`config.mk`:
```
export PLATFORM = sky130hd
export DESIGN_NAME = l1_ld_resp
export DESIGN_NICKNAME = d
export VERILOG_FILES = /design/src/rtl/l1_ld_resp.sv
export SDC_FILE = /design/constraint.sdc
export NUM_CORES = 1
export LEC_CHECK = 0
export BUFFER_PORTS_ARGS = -buffer_cell sky130_fd_sc_hd__buf_2
export CELL_PAD_IN_SITES_DETAIL_PLACEMENT = 1
export CELL_PAD_IN_SITES_GLOBAL_PLACEMENT = 1
export CORE_ASPECT_RATIO = 1.4
export CORE_MARGIN = 2
export CORE_UTILIZATION = 33
export DETAILED_ROUTE_END_ITERATION = 12
export HOLD_SLACK_MARGIN = 0.15
export PLACE_DENSITY_LB_ADDON = 0.3
export SYNTH_ARGS = -nofsm -noshare
export SYNTH_HDL_FRONTEND = slang
export SYNTH_SLANG_ARGS = --single-unit
```
`constraint.sdc`:
```
create_clock -name clk_i -period 1.7 [get_ports clk_i]
set_clock_uncertainty 0.2 [all_clocks]
set_input_delay 0.34 -clock clk_i [delete_from_list [all_inputs] [get_ports clk_i]]
set_output_delay 0.34 -clock clk_i [all_outputs]
set_load 0.005 [all_outputs]
```
`src/rtl/l1_ld_resp.sv`:
```
// l1_ld_resp -- load-side responder for the page-walk unit's L1 interface.
//
// Services one walker load at a time: looks the word address up in a small
// direct-mapped word cache, refills misses over a single-beat memory read
// channel, and returns the 32-bit word with a valid. A cancel arriving while
// the request is in LOOKUP completes the load with a zero response and no
// refill. The response is held for as long as stall_i is asserted.
//
// Configuration macro: L1R_CACHE_EN
//   defined   -> tag/data array present, hits return in 2 cycles.
//   undefined -> no storage; every non-cancelled load is refilled from memory.
//
// Ports:
//   clk_i, rst_i          clock, synchronous active-high reset
//   l1_va_i/_vld_i        load word address and valid from the walker
//   l1_cancel_i           cancel for the request currently in LOOKUP
//   stall_i               external stall, holds the response
//   l1_pa_o/l1_vld_o      returned word and response valid (registered)
//   mem_addr_o/mem_req_o  refill address and request (registered)
//   mem_gnt_i             refill request accepted
//   mem_rdata_i/_rvld_i   refill data and its single-beat valid

module l1_ld_resp #(
  parameter int unsigned LINES = 16,
  parameter int unsigned IDX_W = $clog2(LINES)
) (
  input  logic        clk_i,
  input  logic        rst_i,
  input  logic [27:0] l1_va_i,
  input  logic        l1_va_vld_i,
  input  logic        l1_cancel_i,
  input  logic        stall_i,
  output logic [31:0] l1_pa_o,
  output logic        l1_vld_o,
  output logic [27:0] mem_addr_o,
  output logic        mem_req_o,
  input  logic        mem_gnt_i,
  input  logic [31:0] mem_rdata_i,
  input  logic        mem_rvld_i
);

  typedef enum logic [2:0] {
    ST_IDLE,
    ST_LOOKUP,
    ST_MISS_REQ,
    ST_MISS_WAIT,
    ST_RESP
  } state_e;

  state_e      state_q, state_d;
  logic [25:0] addr_q, addr_d;     // word address, byte offset dropped
  logic [31:0] pa_q, pa_d;         // doubles as the response data register
  logic        vld_q, vld_d;
  logic        req_q, req_d;
  logic [27:0] maddr_q, maddr_d;

  logic        hit;
  logic [31:0] hit_data;
  logic        fill;

  // Byte offset never takes part in lookup or refill addressing.
  logic unused_lsb;
  assign unused_lsb = ^l1_va_i[1:0];

  assign fill = (state_q == ST_MISS_WAIT) && mem_rvld_i && !rst_i;

`ifdef L1R_CACHE_EN
  localparam int unsigned TAG_W = 26 - IDX_W;

  logic [LINES-1:0] valid_q;
  logic [TAG_W-1:0] tag_q  [LINES];
  logic [31:0]      data_q [LINES];
  logic [IDX_W-1:0] idx;
  logic [TAG_W-1:0] tag;

  assign idx      = addr_q[IDX_W-1:0];
  assign tag      = addr_q[25:IDX_W];
  assign hit      = valid_q[idx] && (tag_q[idx] == tag);
  assign hit_data = data_q[idx];

  always_ff @(posedge clk_i) begin
    if (rst_i) begin
      valid_q <= '0;
    end else if (fill) begin
      valid_q[idx] <= 1'b1;
    end
  end

  // Tag/data need no reset: they are qualified by valid_q.
  always_ff @(posedge clk_i) begin
    if (fill) begin
      tag_q[idx]  <= tag;
      data_q[idx] <= mem_rdata_i;
    end
  end
`else
  assign hit      = 1'b0;
  assign hit_data = '0;

  logic [IDX_W-1:0] unused_idx;
  assign unused_idx = addr_q[IDX_W-1:0];
`endif

  // Output registers are loaded on the transition into the state that owns
  // them, so every output is a flop yet tracks the state with no extra delay.
  always_comb begin
    state_d = state_q;
    addr_d  = addr_q;
    pa_d    = pa_q;
    maddr_d = maddr_q;
    vld_d   = 1'b0;
    req_d   = 1'b0;
    unique case (state_q)
      ST_IDLE: begin
        if (l1_va_vld_i) begin
          addr_d  = l1_va_i[27:2];
          state_d = ST_LOOKUP;
        end
      end
      ST_LOOKUP: begin
        if (l1_cancel_i) begin
          pa_d    = '0;
          vld_d   = 1'b1;
          state_d = ST_RESP;
        end else if (hit) begin
          pa_d    = hit_data;
          vld_d   = 1'b1;
          state_d = ST_RESP;
        end else begin
          maddr_d = {addr_q, 2'b00};
          req_d   = 1'b1;
          state_d = ST_MISS_REQ;
        end
      end
      ST_MISS_REQ: begin
        if (mem_gnt_i) begin
          state_d = ST_MISS_WAIT;
        end else begin
          req_d = 1'b1;
        end
      end
      ST_MISS_WAIT: begin
        if (mem_rvld_i) begin
          pa_d    = mem_rdata_i;
          vld_d   = 1'b1;
          state_d = ST_RESP;
        end
      end
      ST_RESP: begin
        if (stall_i) begin
          vld_d = 1'b1;
        end else begin
          state_d = ST_IDLE;
        end
      end
      default: state_d = ST_IDLE;
    endcase
  end

  always_ff @(posedge clk_i) begin
    if (rst_i) begin
      state_q <= ST_IDLE;
      addr_q  <= '0;
      pa_q    <= '0;
      vld_q   <= 1'b0;
      req_q   <= 1'b0;
      maddr_q <= '0;
    end else begin
      state_q <= state_d;
      addr_q  <= addr_d;
      pa_q    <= pa_d;
      vld_q   <= vld_d;
      req_q   <= req_d;
      maddr_q <= maddr_d;
    end
  end

  assign l1_pa_o    = pa_q;
  assign l1_vld_o   = vld_q;
  assign mem_addr_o = maddr_q;
  assign mem_req_o  = req_q;

endmodule
```
After elaboration in Yosys (flattened, before gate mapping). Index checks and enable logic that the tools add are counted.

Register bits after elaboration: 89. Output and inout bits: 62.

Eq/ne operators: 9. Bitwise gates (word level): 1. Multiplexer cells: 16. Reduce and logical (&&, ||, !) cells: 6.

Operators by type and width (number): 32-bit two-way mux (2); 32-bit case mux with 2 select lines (1); 3-bit two-way mux (5); 3-bit case mux with 5 select lines (1); 2-bit inequality test, second input constant (5); 3-bit by 2-bit == test with 1-bit output, second input constant (2); 1-bit two-way mux (5); 2-bit AND reduction (2); 4-bit AND reduction (1); 3-bit by 1-bit == test with 1-bit output, second input constant (1); 3-bit == test, second input constant (1); 3-bit zero test (1); 1-bit case mux with 3 select lines (1); 3-bit AND reduction (1); 1-bit case mux with 2 select lines (1); 2-bit nonzero test (1); 1-bit inverter (1).

Depth between registers and ports, before layout.
Word-level depth: 3. Depth in mapped cells: 6.

Worst setup path after synthesis. Ideal clock, no wire load.

Path type: register to register. From: register state_q[2]. To: register maddr_q[10] (netlist: mem_addr_o[10]). Data required time: 1357 ps. Path buffers: 3. Stages on the path, launching flop included: 7. Slack: 23 ps. Arrival time: 1334 ps. Cells stage by stage: dfxtp_1 > buf_6 > or4b_4 > buf_6 > buf_12 > nand2_2 > a21oi_2.

Longest elaborated chain between the ends: 2.

RTL lines: start: declaration (RTL line 50) `state_e state_q, state_d;`; start signal: assignment (RTL line 169) `state_q <= state_d;`; 3-bit by 1-bit == test with 1-bit output (RTL line 113) `unique case (state_q)`; 2-bit AND reduction (no line); end signal: assignment (RTL line 174) `maddr_q <= maddr_d;`; end: declaration (RTL line 55) `logic [27:0] maddr_q, maddr_d;`.

No other way between the ends. A chain may end at the register's enable or synchronous reset.

Final worst setup path.
From: register state_q[0]. To: register pa_q[15] (netlist: l1_pa_o[15]).

Longest elaborated chain between the ends: 3. Elaborated cells on any way between the ends: 7.

RTL lines: 3-bit by 1-bit == test with 1-bit output or 3-bit by 2-bit == test with 1-bit output (tied branches) (RTL line 113); 2-bit inequality test (no line) or 2-bit nonzero test (tied branches); 3-bit AND reduction (no line); end signal: assignment (RTL line 171) `pa_q <= pa_d;`; end: declaration (RTL line 52) `logic [31:0] pa_q, pa_d;`.

Several ways; a longest one is shown, not always the timed one.

==> flow_summary.json <==
{
  "status": "finished clean",
  "wl_um": 10300,
  "powerDensity_nw_per_um2": 919,
  "clkTransAtPathRegs_ns": 0.06,
  "dpl.hpwl_um": 6020,
  "cts_buffer_depth": 2,
  "synth_ff_type": "dfxtp_1",
  "internal_power_mw": 3.77,
  "gr-total-overflow": 0,
  "cts_tree": "yes",
  "finalSetupViolCount": 0,
  "drv_slew": 0,
  "dr.pass1.iters": 4,
  "wl_met1_um": 4310,
  "synth-edff-count": 0,
  "wl_met3_um": 598,
  "multi_input_area_sq_um": 1630,
  "start_kind": "flip-flop",
  "p_leak_nw": 2.17,
  "dp.cells": 640,
  "io_pins": 129,
  "stdcell_count": 718,
  "cts-root-buf": "clkbuf_16",
  "wl_met2_um": 5190,
  "gp_congestion": 0.711,
  "rows": 45,
  "nNetsFinal": 639,
  "critPathKind": "reg2reg",
  "drc": 0,
  "ant_nets": 0,
  "p_comb_share_pct": 11.0,
  "grt_max_degree": 64,
  "final-seq-area_sq_um": 1780,
  "p_sw_share_pct": 23.1,
  "finalSetupTns_ns": 0,
  "vias": 3300,
  "synth-seq-area-share_pct": 48.7,
  "drive_gt1_share_pct": 34.8,
  "min_period_over_period_pct": 95.7,
  "antenna_cells": 0,
  "yosys_register_bits": 89,
  "nFillCells": 1275,
  "via_per_inst": 4.60,
  "syn_area_per_cell_sq_um": 9.24,
  "grt_pass1_wl_um": 16800,
  "worstHoldPathCells": 4,
  "cp_max_fo": 17,
  "endpoint_kind": "flip-flop",
  "core_region_area_sq_um": 10800,
  "maxCapViolCount": 0,
  "antenna_found_initial": 0,
  "holdCritPathClass": "in2reg",
  "reg2reg_depth": 5,
  "ir_drop_uv": 463,
  "drt_iter0_drc": 33,
  "die-area_sq_um": 12000,
  "yosysTopAreaCell": "dfxtp_1",
  "wl_per_cell_um": 14.3,
  "h-tree-depth": 3,
  "rsz0062_at_grt": "no",
  "numCtsBuffers": 9,
  "gr-usage-all-layers_pct": 17.6,
  "start_util_pct": 33.9,
  "cts_sinks": 89,
  "synth-async-reset-ratio_pct": 0,
  "post-route-util_pct": 49.3,
  "routed.top_layer": "met4",
  "grt_pass1_vias": 3537,
  "p_seq_share_pct": 44.4,
  "post-route-min-period_ns": 1.63,
  "cp.required_ns": 1.76,
  "synth.cell_area_sq_um": 3660,
  "synth.area.top_cells": "dfxtp_1 49%, nand2_1 12%, mux2i_1 9.3%, nand2b_1 5.5%, a21oi_2 4.8%",
  "clkPwrFrac_pct": 44.6,
  "fp.dieH_um": 129,
  "synth_top_area_share_pct": 48.7,
  "area_growth_pct": 45.7,
  "clock_latency_ns": 0.34,
  "die_width_um": 93.0,
  "max_freq_mhz": 615,
  "p_switching_mw": 1.13,
  "ys_types": 25,
  "ys.warnings.count": 0,
  "hold_violations": 0,
  "synthCells": 396,
  "finalPower_mw": 4.90,
  "numPortBuffers": 124,
  "arrival_ns": 1.69
}
power groups by stage:
stage | Combinational, mW | Sequential [mW] | Clock, mW
3_3_place_gp | 0.418 | 2.22 | 0
3_5_place_dp | 0.428 | 2.22 | 0
5_1_grt | 0.595 | 2.18 | 2.33
2_1_floorplan | 0.287 | 2.22 | 0
6_report | 0.540 | 2.18 | 2.18
4_1_cts | 0.535 | 2.18 | 2.25
area by class of cell:
type / count / share of cell area, %
sequential: 89 / 33.4
multi-input combinational: 275 / 30.5
timing repair buffer: 197 / 26.6
clock buffer: 10 / 4.48
tap: 141 / 3.31
clock inverter: 6 / 1.69
worst max-delay path: stages (launching register included):
cell and delay (ns):
dfxtp_1 0.37, buf_4 0.20, nor3b_2 0.19, buf_4 0.16
buf_6 0.23, mux2i_1 0.22
cell families (layout without fill, tap and decap cells):
logic type	after synthesis	count (layout)	synth area share, %
DFF	89	89	48.7
and+or+nand+nor	182	182	24.5
buffers and inverters	33	213	7.15
muxes	34	34	9.30
other	1	2	0.102
AOI/OAI and AO/OA	57	57	10.3
per-stage QoR:
| stage | instance area [sq um] | hold slack [ns] | worst slack (ns) |
|---|---|---|---|
| floorplan | 3660 | 0.232 | 0.0230 |
| global placement | 4380 | 0.238 | 0.0488 |
| detailed placement | 4380 | 0.246 | 0.0297 |
| CTS | 5310 | 0.208 | 0.0555 |
| global route | 5330 | 0.270 | 0.00422 |
| finish | 5330 | 0.221 | 0.0727 |
sequential cells by signal, indices dropped and copies added (netlist names):
| signal | count |
|---|---|
| state_q | 3 |
| mem_addr_o | 26 |
| l1_vld_o | 1 |
| addr_q | 26 |
| l1_pa_o | 32 |
| mem_req_o | 1 |
synthesized netlist by cell type (2+ instances only):
library cell / number
a21oi_1: 33
a21oi_2: 20
buf_12: 2
buf_2: 6
buf_4: 6
buf_6: 7
buf_8: 2
clkbuf_1: 10
dfxtp_1: 89
mux2i_1: 34
nand2_1: 118
nand2_2: 20
nand2b_1: 32
nor3_1: 3
nor3b_1: 2
nor4b_4: 2
o21ba_2: 2
worst paths after layout:
path / start / end / slack, ns
worst min-delay path: mem_rvld_i / state_q[1]$_SDFFE_PP0P_ / 0.22
worst min register to register: addr_q[4]$_SDFFE_PP0P_ / mem_addr_o[6]$_SDFFE_PP0P_ / 0.25
worst max register to register: state_q[0]$_SDFFE_PP0P_ / l1_pa_o[15]$_SDFFE_PP0P_ / 0.07
worst max-delay path: state_q[0]$_SDFFE_PP0P_ / l1_pa_o[15]$_SDFFE_PP0P_ / 0.07
layer usage:
metal	GRT usage (%)	vias to the layer above
met2	30.8	92
met1	19.8	1565
met3	5.33	12
met5	0	-
li1	-	1631
met4	7.70	0
cell usage in the layout (no fill, tap or decap), drive strengths merged, types with 2 or more instances in the layout:
cell type,instances
dlygate4sd3,60
a21oi,53
mux2i,34
nand2,138
bufinv,2
conb,2
clkinv,2
clkbuf,11
or4b,2
nor3,3
nor4b,2
o21ba,2
dfxtp,89
nand2b,32
nor3b,2
buf,136
timing repair:
item | 4_1_cts | 5_1_grt
gates resized for setup | 0 | 2
endpoints found under the setup margin | 0 | 23
hold buffers | 60 | 0
endpoints found under the hold margin | 60 | 0
buffers inserted | 0 | 1
Power figures use the tool's default switching activity.
